--- src/rtl/fir_out_pkg.sv ---
// Shared definitions for the FIR output buffer: sample width, FSM state type,
// and the decimation-select to decimation-factor mapping.
// Imported by fir_out_fifo and fir_out_buffer.
package fir_out_pkg;

  localparam int DATA_W = 16;

  typedef enum logic {
    WARM = 1'b0,
    RUN  = 1'b1
  } state_t;

  // dec select 0..3 maps to keep-one-in-N with N = 1, 2, 4, 8
  function automatic logic [3:0] dec_to_n(input logic [1:0] dec);
    return 4'd1 << dec;
  endfunction

endpackage

--- src/rtl/fir_out_fifo.sv ---
// First-word-fall-through sample FIFO with occupancy level.
// Latency: a push into an empty FIFO is visible on dout_o one cycle later.
// Backpressure: when full, a push is only accepted alongside a pop; otherwise drop_o flags it.
module fir_out_fifo
  import fir_out_pkg::*;
#(
  parameter int DEPTH = 8
) (
  input  logic                    clk,
  input  logic                    rst,
  input  logic                    clr_i,
  input  logic                    push_i,
  input  logic [DATA_W-1:0]       push_dat_i,
  input  logic                    pop_rdy_i,
  output logic [DATA_W-1:0]       dout_o,
  output logic                    dout_vld_o,
  output logic [$clog2(DEPTH):0]  level_o,
  output logic                    drop_o
);

  localparam int AW = $clog2(DEPTH);
  localparam int LW = AW + 1;

  logic [DATA_W-1:0] mem_q [DEPTH];
  logic [AW-1:0]     wr_ptr_q;
  logic [AW-1:0]     rd_ptr_q;
  logic [LW-1:0]     level_q;

  logic empty;
  logic full;
  logic pop;
  logic push_ok;

  // A full FIFO can still take a push when the head leaves in the same cycle.
  always_comb begin
    empty      = (level_q == '0);
    full       = (level_q == LW'(DEPTH));
    pop        = !empty && pop_rdy_i;
    push_ok    = push_i && (!full || pop);
    drop_o     = push_i && full && !pop && !clr_i;
    dout_vld_o = !empty;
    dout_o     = empty ? '0 : mem_q[rd_ptr_q];
    level_o    = level_q;
  end

  // Pointers wrap naturally at DEPTH (power of two); level separates full from empty.
  always_ff @(posedge clk or posedge rst) begin
    if (rst) begin
      wr_ptr_q <= '0;
      rd_ptr_q <= '0;
      level_q  <= '0;
    end else if (clr_i) begin
      wr_ptr_q <= '0;
      rd_ptr_q <= '0;
      level_q  <= '0;
    end else begin
      if (push_ok) wr_ptr_q <= wr_ptr_q + 1'b1;
      if (pop)     rd_ptr_q <= rd_ptr_q + 1'b1;
      case ({push_ok, pop})
        2'b10:   level_q <= level_q + 1'b1;
        2'b01:   level_q <= level_q - 1'b1;
        default: level_q <= level_q;
      endcase
    end
  end

  // Sample storage is never reset; level gates what is visible.
  always_ff @(posedge clk) begin
    if (push_ok && !clr_i) mem_q[wr_ptr_q] <= push_dat_i;
  end

endmodule

--- src/rtl/fir_out_buffer.sv ---
// FIR output buffer: drops warm-up samples, decimates by 1/2/4/8, queues kept samples.
// Latency: a kept strobe appears on dout one cycle later when the FIFO is empty.
// Backpressure: dout_valid/dout_ready handshake; kept samples arriving while full are dropped and overflow sticks.
module fir_out_buffer
  import fir_out_pkg::*;
#(
  parameter int DEPTH  = 8,
  parameter int WARMUP = 4
) (
  input  logic                    clk,
  input  logic                    rst,
  input  logic [DATA_W-1:0]       din,
  input  logic                    din_en,
  input  logic [1:0]              dec,
  input  logic                    clr,
  output logic [DATA_W-1:0]       dout,
  output logic                    dout_valid,
  input  logic                    dout_ready,
  output logic [$clog2(DEPTH):0]  level,
  output logic                    overflow
);

  localparam int             WCW       = (WARMUP < 2) ? 1 : $clog2(WARMUP + 1);
  localparam logic [WCW-1:0] WARM_LAST = WCW'(WARMUP - 1);
  // With no warm-up the tap line is considered full straight away.
  localparam state_t         ST_INIT   = (WARMUP == 0) ? RUN : WARM;

  state_t         state_q, state_d;
  logic [WCW-1:0] warm_q, warm_d;
  logic [2:0]     phase_q, phase_d;
  logic [1:0]     dec_q;
  logic           ovf_q;

  logic [2:0]     n_last;
  logic [2:0]     phase_eff;
  logic           keep;
  logic           drop;

  // Warm-up counting, decimation phase and keep decision.
  always_comb begin
    n_last    = 3'(dec_to_n(dec) - 4'd1);
    // A new dec value restarts the phase so the very next strobe is kept.
    phase_eff = (dec != dec_q) ? 3'd0 : phase_q;
    state_d   = state_q;
    warm_d    = warm_q;
    phase_d   = phase_eff;
    keep      = 1'b0;
    if (clr) begin
      state_d = ST_INIT;
      warm_d  = '0;
      phase_d = '0;
    end else begin
      case (state_q)
        WARM: begin
          phase_d = '0;
          if (din_en) begin
            if (warm_q == WARM_LAST) begin
              state_d = RUN;
              warm_d  = '0;
            end else begin
              warm_d = warm_q + 1'b1;
            end
          end
        end
        RUN: begin
          if (din_en) begin
            keep    = (phase_eff == 3'd0);
            phase_d = (phase_eff == n_last) ? 3'd0 : phase_eff + 3'd1;
          end
        end
        default: state_d = ST_INIT;
      endcase
    end
  end

  // FSM, counters and the last-seen dec value.
  always_ff @(posedge clk or posedge rst) begin
    if (rst) begin
      state_q <= ST_INIT;
      warm_q  <= '0;
      phase_q <= '0;
      dec_q   <= '0;
    end else begin
      state_q <= state_d;
      warm_q  <= warm_d;
      phase_q <= phase_d;
      dec_q   <= dec;
    end
  end

  // Sticky overflow: set whenever a kept sample could not be stored.
  always_ff @(posedge clk or posedge rst) begin
    if (rst)       ovf_q <= 1'b0;
    else if (clr)  ovf_q <= 1'b0;
    else if (drop) ovf_q <= 1'b1;
  end

  assign overflow = ovf_q;

  fir_out_fifo #(
    .DEPTH (DEPTH)
  ) u_fifo (
    .clk        (clk),
    .rst        (rst),
    .clr_i      (clr),
    .push_i     (keep),
    .push_dat_i (din),
    .pop_rdy_i  (dout_ready),
    .dout_o     (dout),
    .dout_vld_o (dout_valid),
    .level_o    (level),
    .drop_o     (drop)
  );

endmodule

--- config.mk ---
export PLATFORM = sky130hd
export DESIGN_NAME = fir_out_buffer
export DESIGN_NICKNAME = d
export VERILOG_FILES = /design/src/rtl/fir_out_pkg.sv /design/src/rtl/fir_out_fifo.sv /design/src/rtl/fir_out_buffer.sv
export SDC_FILE = /design/constraint.sdc
export NUM_CORES = 1
export LEC_CHECK = 0
export BUFFER_PORTS_ARGS = -buffer_cell sky130_fd_sc_hd__buf_2
export CORE_MARGIN = 2
export CORE_UTILIZATION = 38
export CTS_BUF_LIST = sky130_fd_sc_hd__clkbuf_8 sky130_fd_sc_hd__clkbuf_16
export DETAILED_ROUTE_END_ITERATION = 8
export MAX_ROUTING_LAYER = met4
export PLACE_DENSITY_LB_ADDON = 0.25
export SLEW_MARGIN = 10
export SYNTH_ARGS = -nofsm -noshare
export SYNTH_HDL_FRONTEND = slang
export SYNTH_SLANG_ARGS = --single-unit
export TNS_END_PERCENT = 1
--- constraint.sdc ---
create_clock -name clk -period 4.4 [get_ports clk]
set_input_delay 0.22 -clock clk [delete_from_list [all_inputs] [get_ports clk]]
set_output_delay 0.22 -clock clk [all_outputs]
set_load 0.02 [all_outputs]
==> results.py, run 1 <==
metrics = {
    "outcome": {
        "status": "complete, no violations",
    },
    "power": {
        "seqPwrFrac": 0.495,
        "p_leak_uw": 0.002559,
        "pwr-share-comb": 0.084,
        "switching_power_uw": 693.8,
        "ir_drop_mv": 0.2559,
        "pwr_density_cell_nw_per_um2": 437.4,
        "swShare": 0.2195,
        "clkPwrFrac": 0.421,
        "internal_power_uw": 2468,
    },
    "floorplanning": {
        "dieArea_um2": 17150,
        "die_y_um": 131.0,
        "fp-row-count": 46,
        "ios": 45,
        "coreArea_um2": 15830,
        "initial_core_util": 0.3870,
        "dieWidth_um": 131.0,
    },
    "grt": {
        "grt_pass1_vias": 3339,
        "antenna_found_initial": 0,
        "grt_pass1_wl_um": 18500,
        "grt_use_total": 0.1539,
        "grt_start_max_net_pins": 35,
        "grt_remaining_overflow": 0,
    },
    "run": {
        "drv_cap": 0,
    },
    "placed_design": {
        "place_congestion": 0.7486,
        "place_hpwl_um": 7418,
        "place_ws_ns": 1.305,
        "port_buffers": 44,
        "dp_cells": 598,
    },
    "clock_network": {
        "cts_resized": 0,
        "clk_pin_slew_ns": 0.06,
        "clock_path_buffers": 2,
        "htree_num_levels": 4,
        "cts_tree": "yes",
        "root_buffer": "clkbuf_16",
        "hold_buffers": 2,
        "clk_latency_ns": 0.41,
        "cts_sinks": 148,
        "cts_setup_buffers": 0,
        "numCtsBuffers": 17,
    },
    "routing": {
        "drt_iter0_drc": 184,
        "drc": 0,
        "route.vias.total": 3150,
        "dr.pass1.iters": 4,
        "wl_um": 11810,
        "via_per_inst": 5.008,
        "wl_per_cell_um": 18.77,
        "drtAntennaViolNets": 0,
    },
    "final_layout": {
        "finalNetCount": 434,
        "drive_above_1_share": 0.3051,
        "n_antenna_cell": 0,
        "final_cells": 629,
        "syn2layout_area_growth_pct": 17.99,
    },
    "sta": {
        "fin_crit_ns": 3.144,
        "worst_slack_ns": 1.256,
        "rsz0062_at_grt": "no",
        "post-route-period-util": 0.7145,
        "max-slew-margin-rel": 0.2378,
        "fin_setup_tns_ns": 0,
        "finalMaxSlewViolations": 0,
        "setup_viol_count_final": 0,
        "fmax_mhz": 318.1,
        "worst_slew_pin_slew_ns": 1.143,
        "timing.final.hold_violations": 0,
        "skew_ns": 0.006141,
    },
    "worst_setup_path": {
        "cp-start-kind": "input port",
        "critPathRequiredTime_ns": 4.51,
        "rrSetupSlack_ns": 1.27,
        "crit_path_max_fanout": 10,
        "reg2reg_from": "dec_q[0]",
        "endpoint_kind": "flop",
        "criticalPathCategory": "in2reg",
        "reg2regPathDepth": 10,
        "critPathArrivalTime_ns": 3.25,
        "r2r-end": "u_fifo.mem_q[4][0]",
    },
    "synthesis": {
        "async_flop_share": 0.1351,
        "synth_edf_count": 128,
        "yosysUniqueCellTypes": 40,
        "ys_seq_elements": 148,
        "synth_flop_cell": "edfxtp_1",
        "syn_avg_cell_area_um2": 18.07,
        "ys.warnings.count": 0,
        "syn_inst": 339,
        "syn_nets": 370,
        "synth_area_um2": 6126,
        "synth-seq-area-share": 0.7092,
    },
    "hold_path": {
        "hold_path_class": "in2reg",
        "min_to": "dec_q[0]",
        "whs_path_depth": 1,
        "worstHoldStart": "dec[0]",
    },
}
-- through the flow --
step / utilization / power, uW / cell area, um^2 / hold WS, ns
3_3_place_gp: 0.4211 / 1860 / 6665 / 0.4043
2_1_floorplan: - / 1772 / 6126 / 0.1838
5_1_grt: 0.4567 / 3282 / 7228 / 0.007127
3_5_place_dp: 0.4211 / 1867 / 6665 / 0.4227
6_report: 0.4567 / 3161 / 7228 / 0.02030
4_1_cts: 0.4567 / 3202 / 7228 / 0.003788
-- cell type report --
cell class,count,area (um^2)
fill,1375,8600
timing repair buffer,60,345.3
inverter,7,26.28
clock inverter,12,117.6
sequential,148,4347
tap,216,270.3
multi-input combinational,169,1697
clock buffer,17,425.4
-- cells in the mapped netlist, types with 6 or more instances --
cell	n	area, um^2
edfxtp_1	128	3844
nor3_1	7	35.03
clkbuf_1	9	33.78
nor2_1	39	146.4
mux4_2	32	720.7
nand2b_1	6	37.54
mux2i_1	20	200.2
nand2_1	13	48.80
dfrtp_1	20	500.5
inv_1	6	22.52
ha_1	7	87.58
-- state kept, by name, summed over array words and instances, names as in the netlist --
| name | flops |
|---|---|
| warm_q | 3 |
| u_fifo.mem_q | 128 |
| dec_q | 2 |
| overflow | 1 |
| state_q | 1 |
| u_fifo.rd_ptr_q | 3 |
| phase_q | 3 |
| u_fifo.level_o | 4 |
| u_fifo.wr_ptr_q | 3 |
-- placed cells by master, fill, tap and decap left out, types with 2 or more instances in the layout --
cell type	instances
a211oi_1	2
a21oi_1	5
a311oi_1	2
and2_1	3
buf_2	44
buf_4	14
bufinv_16	2
clkbuf_16	17
clkinv_1	4
clkinv_4	2
dfrtp_1	18
dfrtp_2	2
dlygate4sd3_1	2
edfxtp_1	128
ha_1	7
inv_1	7
mux2i_1	20
mux4_2	32
nand2_1	13
nand2b_1	6
nand3b_1	3
nor2_1	39
nor2b_1	3
nor3_1	5
nor3_2	2
nor4bb_1	2
xnor2_1	4
xor2_1	5
-- metal layers --
layer	vias to the layer above	global-route usage	routed length, um
li1	1455	-	-
met1	1649	0.1946	5403
met2	37	0.2460	5930
met3	9	0.04153	343
met4	0	0.04380	127
met5	-	-	0
-- cells by family after synthesis --
kind of cell / after synthesis / synth area share
flops: 148 / 0.7092
simple gates: 81 / 0.06618
mux: 54 / 0.1550
buf+inv: 22 / 0.01552
compound gates: 17 / 0.02369
xor+xnor: 9 / 0.01287
fa+ha+maj: 8 / 0.01756
-- power groups by stage --
stage	Clock [uW]	Combinational, uW	Sequential (uW)
final	1330	267	1560
after global routing	1420	290	1570
after CTS	1360	273	1570
after detailed placement	0	271	1600
after global placement	0	265	1590
after floorplan	0	198	1570
-- worst max path at each step --
stage,slack (ns),cells after the start,to,from
after floorplan,1.01,9,u_fifo.mem_q[0][0],dec_q[0]
after global placement,1.36,10,u_fifo.mem_q[4][9],dec_q[0]
after detailed placement,1.30,10,u_fifo.mem_q[4][13],dec_q[0]
after CTS,1.26,12,u_fifo.mem_q[4][1],dec[1]
after global routing,1.05,10,u_fifo.mem_q[4][11],dec_q[0]
final,1.26,12,u_fifo.mem_q[4][0],dec[1]
-- critical path: stages --
cell,delay [ns]
dlygate4sd3_1,0.53
buf_2,0.17
xnor2_1,0.17
and2_1,0.19
nand2_1,0.13
ha_1,0.17
nand2_1,0.08
a311oi_4,0.41
and2_4,0.25
nand2b_1,0.14
nor2_1,0.47
buf_4,0.31
(Power assumes the default switching activity.)
==> run 2: changes to the inputs <==
==> constraint.sdc (replaced) <==
create_clock -name clk -period 3.1 [get_ports clk]
set_input_delay 0.155 -clock clk [delete_from_list [all_inputs] [get_ports clk]]
set_output_delay 0.155 -clock clk [all_outputs]
set_load 0.02 [all_outputs]
==> run 2 against run 1 <==
Effect of this change: die area unchanged; global-route usage decreased by 0.47 points; first-iteration DRC count increased by 3.3%; combinational power increased by 54%; sequential share of layout area decreased by 2.1 points; total power increased by 48%; clock skew increased by 0.0025 ns; clock-buffer cell count unchanged; final cell count increased by 2.4%; routed wire length decreased by 2.5%; utilization increased by 1.6 points; hold slack got worse by 0.0071 ns; critical path type is now reg2reg; largest power group unchanged.
==> results.py, run 2 (synthesis results as in run 1) <==
metrics = {
    "placed_design": {
        "place_ws_ns": 0.1495,
        "place_congestion": 0.7575,
        "place_hpwl_um": 6680,
        "port_buffers": 44,
    },
    "final_layout": {
        "multi_input_area_um2": 1697,
        "syn2layout_area_growth_pct": 22.22,
        "finalNetCount": 446,
        "largest_reg_flops": 128,
        "final_common_cell": "edfxtp_1",
        "drive_above_1_share": 0.3061,
        "fill_cells": 1364,
        "final_cell_mix": "edfxtp_1, buf_2, nor2_1",
        "top_register": "u_fifo.mem_q",
        "seq_area_um2": 4345,
        "n_antenna_cell": 0,
    },
    "clock_network": {
        "numCtsBuffers": 17,
        "cts_tree": "yes",
        "cts_sinks": 148,
        "clock_path_buffers": 2,
        "root_buffer": "clkbuf_16",
        "cts_setup_buffers": 0,
        "htree_num_levels": 4,
        "clk_pin_slew_ns": 0.06,
        "clk_latency_ns": 0.43,
    },
    "sta": {
        "setup_viol_count_final": 0,
        "post-route-period-util": 0.9557,
        "fin_crit_ns": 2.963,
        "worst_slew_pin_slew_ns": 0.8074,
        "rsz0062_at_grt": "no",
        "timing.final.hold_violations": 0,
        "fmax_mhz": 337.5,
        "max-slew-margin-rel": 0.4611,
        "skew_ns": 0.008673,
        "worst_slack_ns": 0.1373,
        "finalMaxSlewViolations": 0,
    },
    "grt": {
        "grt_start_max_net_pins": 35,
        "grt_remaining_overflow": 0,
        "grt_pass1_vias": 3130,
        "grt_pass1_wl_um": 17370,
        "antenna_found_initial": 0,
        "grt_use_total": 0.1491,
    },
    "routing": {
        "drt_iter0_drc": 190,
        "wl_um": 11510,
        "dr.pass1.iters": 6,
        "wl_per_cell_um": 17.87,
        "route.vias.total": 3190,
        "via_per_inst": 4.953,
        "drc": 0,
        "drtAntennaViolNets": 0,
    },
    "worst_setup_path": {
        "critPathRequiredTime_ns": 3.41,
        "cp-start-kind": "flop",
        "crit_path_max_fanout": 7,
        "criticalPathCategory": "reg2reg",
        "reg2regPathDepth": 13,
        "critPathArrivalTime_ns": 3.27,
        "rrSetupSlack_ns": 0.14,
        "reg2reg_from": "dec_q[0]",
        "endpoint_kind": "flop",
        "r2r-end": "u_fifo.level_o[3]",
    },
    "power": {
        "ir_drop_mv": 0.4410,
        "pwr_density_cell_nw_per_um2": 626.7,
        "fin_total_pwr_uw": 4692,
        "p_leak_uw": 0.002648,
    },
    "floorplanning": {
        "fp-row-count": 46,
        "dieWidth_um": 131.0,
        "initial_core_util": 0.3870,
        "dieArea_um2": 17150,
        "coreArea_um2": 15830,
        "ios": 45,
        "die_y_um": 131.0,
    },
    "outcome": {
        "status": "complete, no violations",
    },
    "hold_path": {
        "whs_path_depth": 1,
        "min_to": "u_fifo.mem_q[5][1]",
        "worstHoldStart": "din[1]",
        "hold_path_class": "in2reg",
    },
    "run": {
        "drv_cap": 0,
    },
}
run 2: cell types whose count changed in the layout (fill, tap and decap cells not counted):
cell,delta
buf_12,+6
dfrtp_2,-1
clkinv_2,+1
clkinvlp_4,+3
inv_8,+1
dfrtp_1,+1
buf_4,-7
bufinv_16,+1
inv_6,+1
clkinv_1,-4
dlygate4sd3_1,+13
run 2: worst max-delay path by stage:
stage                  start                  to  slack [ns]
finish              dec_q[0]   u_fifo.level_o[3]        0.14
global route        dec_q[0]   u_fifo.level_o[3]        0.02
global placement    dec_q[0]   u_fifo.level_o[3]        0.27
floorplan           dec_q[0]  u_fifo.mem_q[1][0]       -0.27
CTS                 dec_q[0]   u_fifo.level_o[3]        0.14
detailed placement  dec_q[0]   u_fifo.level_o[3]        0.15
run 2: timing repair:
item,in CTS,in global routing
hold endpoints to repair,109,0
hold buffers,15,0
setup endpoints to repair,0,0
gates resized for setup,0,0
run 2: critical path: stages, from the launching register on:
cell and delay [ns]:
dfrtp_1 0.45, xnor2_1 0.33, and2_1 0.21, nand2_1 0.11, ha_1 0.21, nand2_1 0.11
a311oi_4 0.06, nor2b_4 0.19, ha_1 0.25, a21o_1 0.18, a21oi_1 0.21, nor2_1 0.07
a22oi_2 0.15, mux2_4 0.31
run 2: per-layer routing:
layer  part of all wire  vias up  global-route usage
met4              0.017        0             0.06758
met2               0.49       65              0.2338
met3              0.043       13             0.03909
met1               0.45     1633              0.1826
met5                  0        -                   -
li1                   -     1479                   -
run 2: stage by stage:
stage	area [um^2]	TNS [ns]	hold WS, ns	std cells	util
final	7487	0	0.01319	644	0.4730
after CTS	7487	0	0.000004829	644	0.4730
after detailed placement	6731	0	0.3610	597	0.4253
after global routing	7487	0	0.01760	644	0.4730
after floorplan	6131	-4.275	0.1188	339	-
after global placement	6731	0	0.3337	597	0.4253
run 2: cell type report:
cell class	instances	share of cell area
sequential	148	0.5804
clock inverter	15	0.02406
inverter	7	0.003509
clock buffer	17	0.05682
multi-input combinational	169	0.2266
tap	216	0.03610
timing repair buffer	72	0.07253
run 2: where the power goes:
part	internal (uW)	switching, uW	total (uW)
Sequential	2170	27.7	2200
Combinational	186	225	411
Clock	1270	809	2080
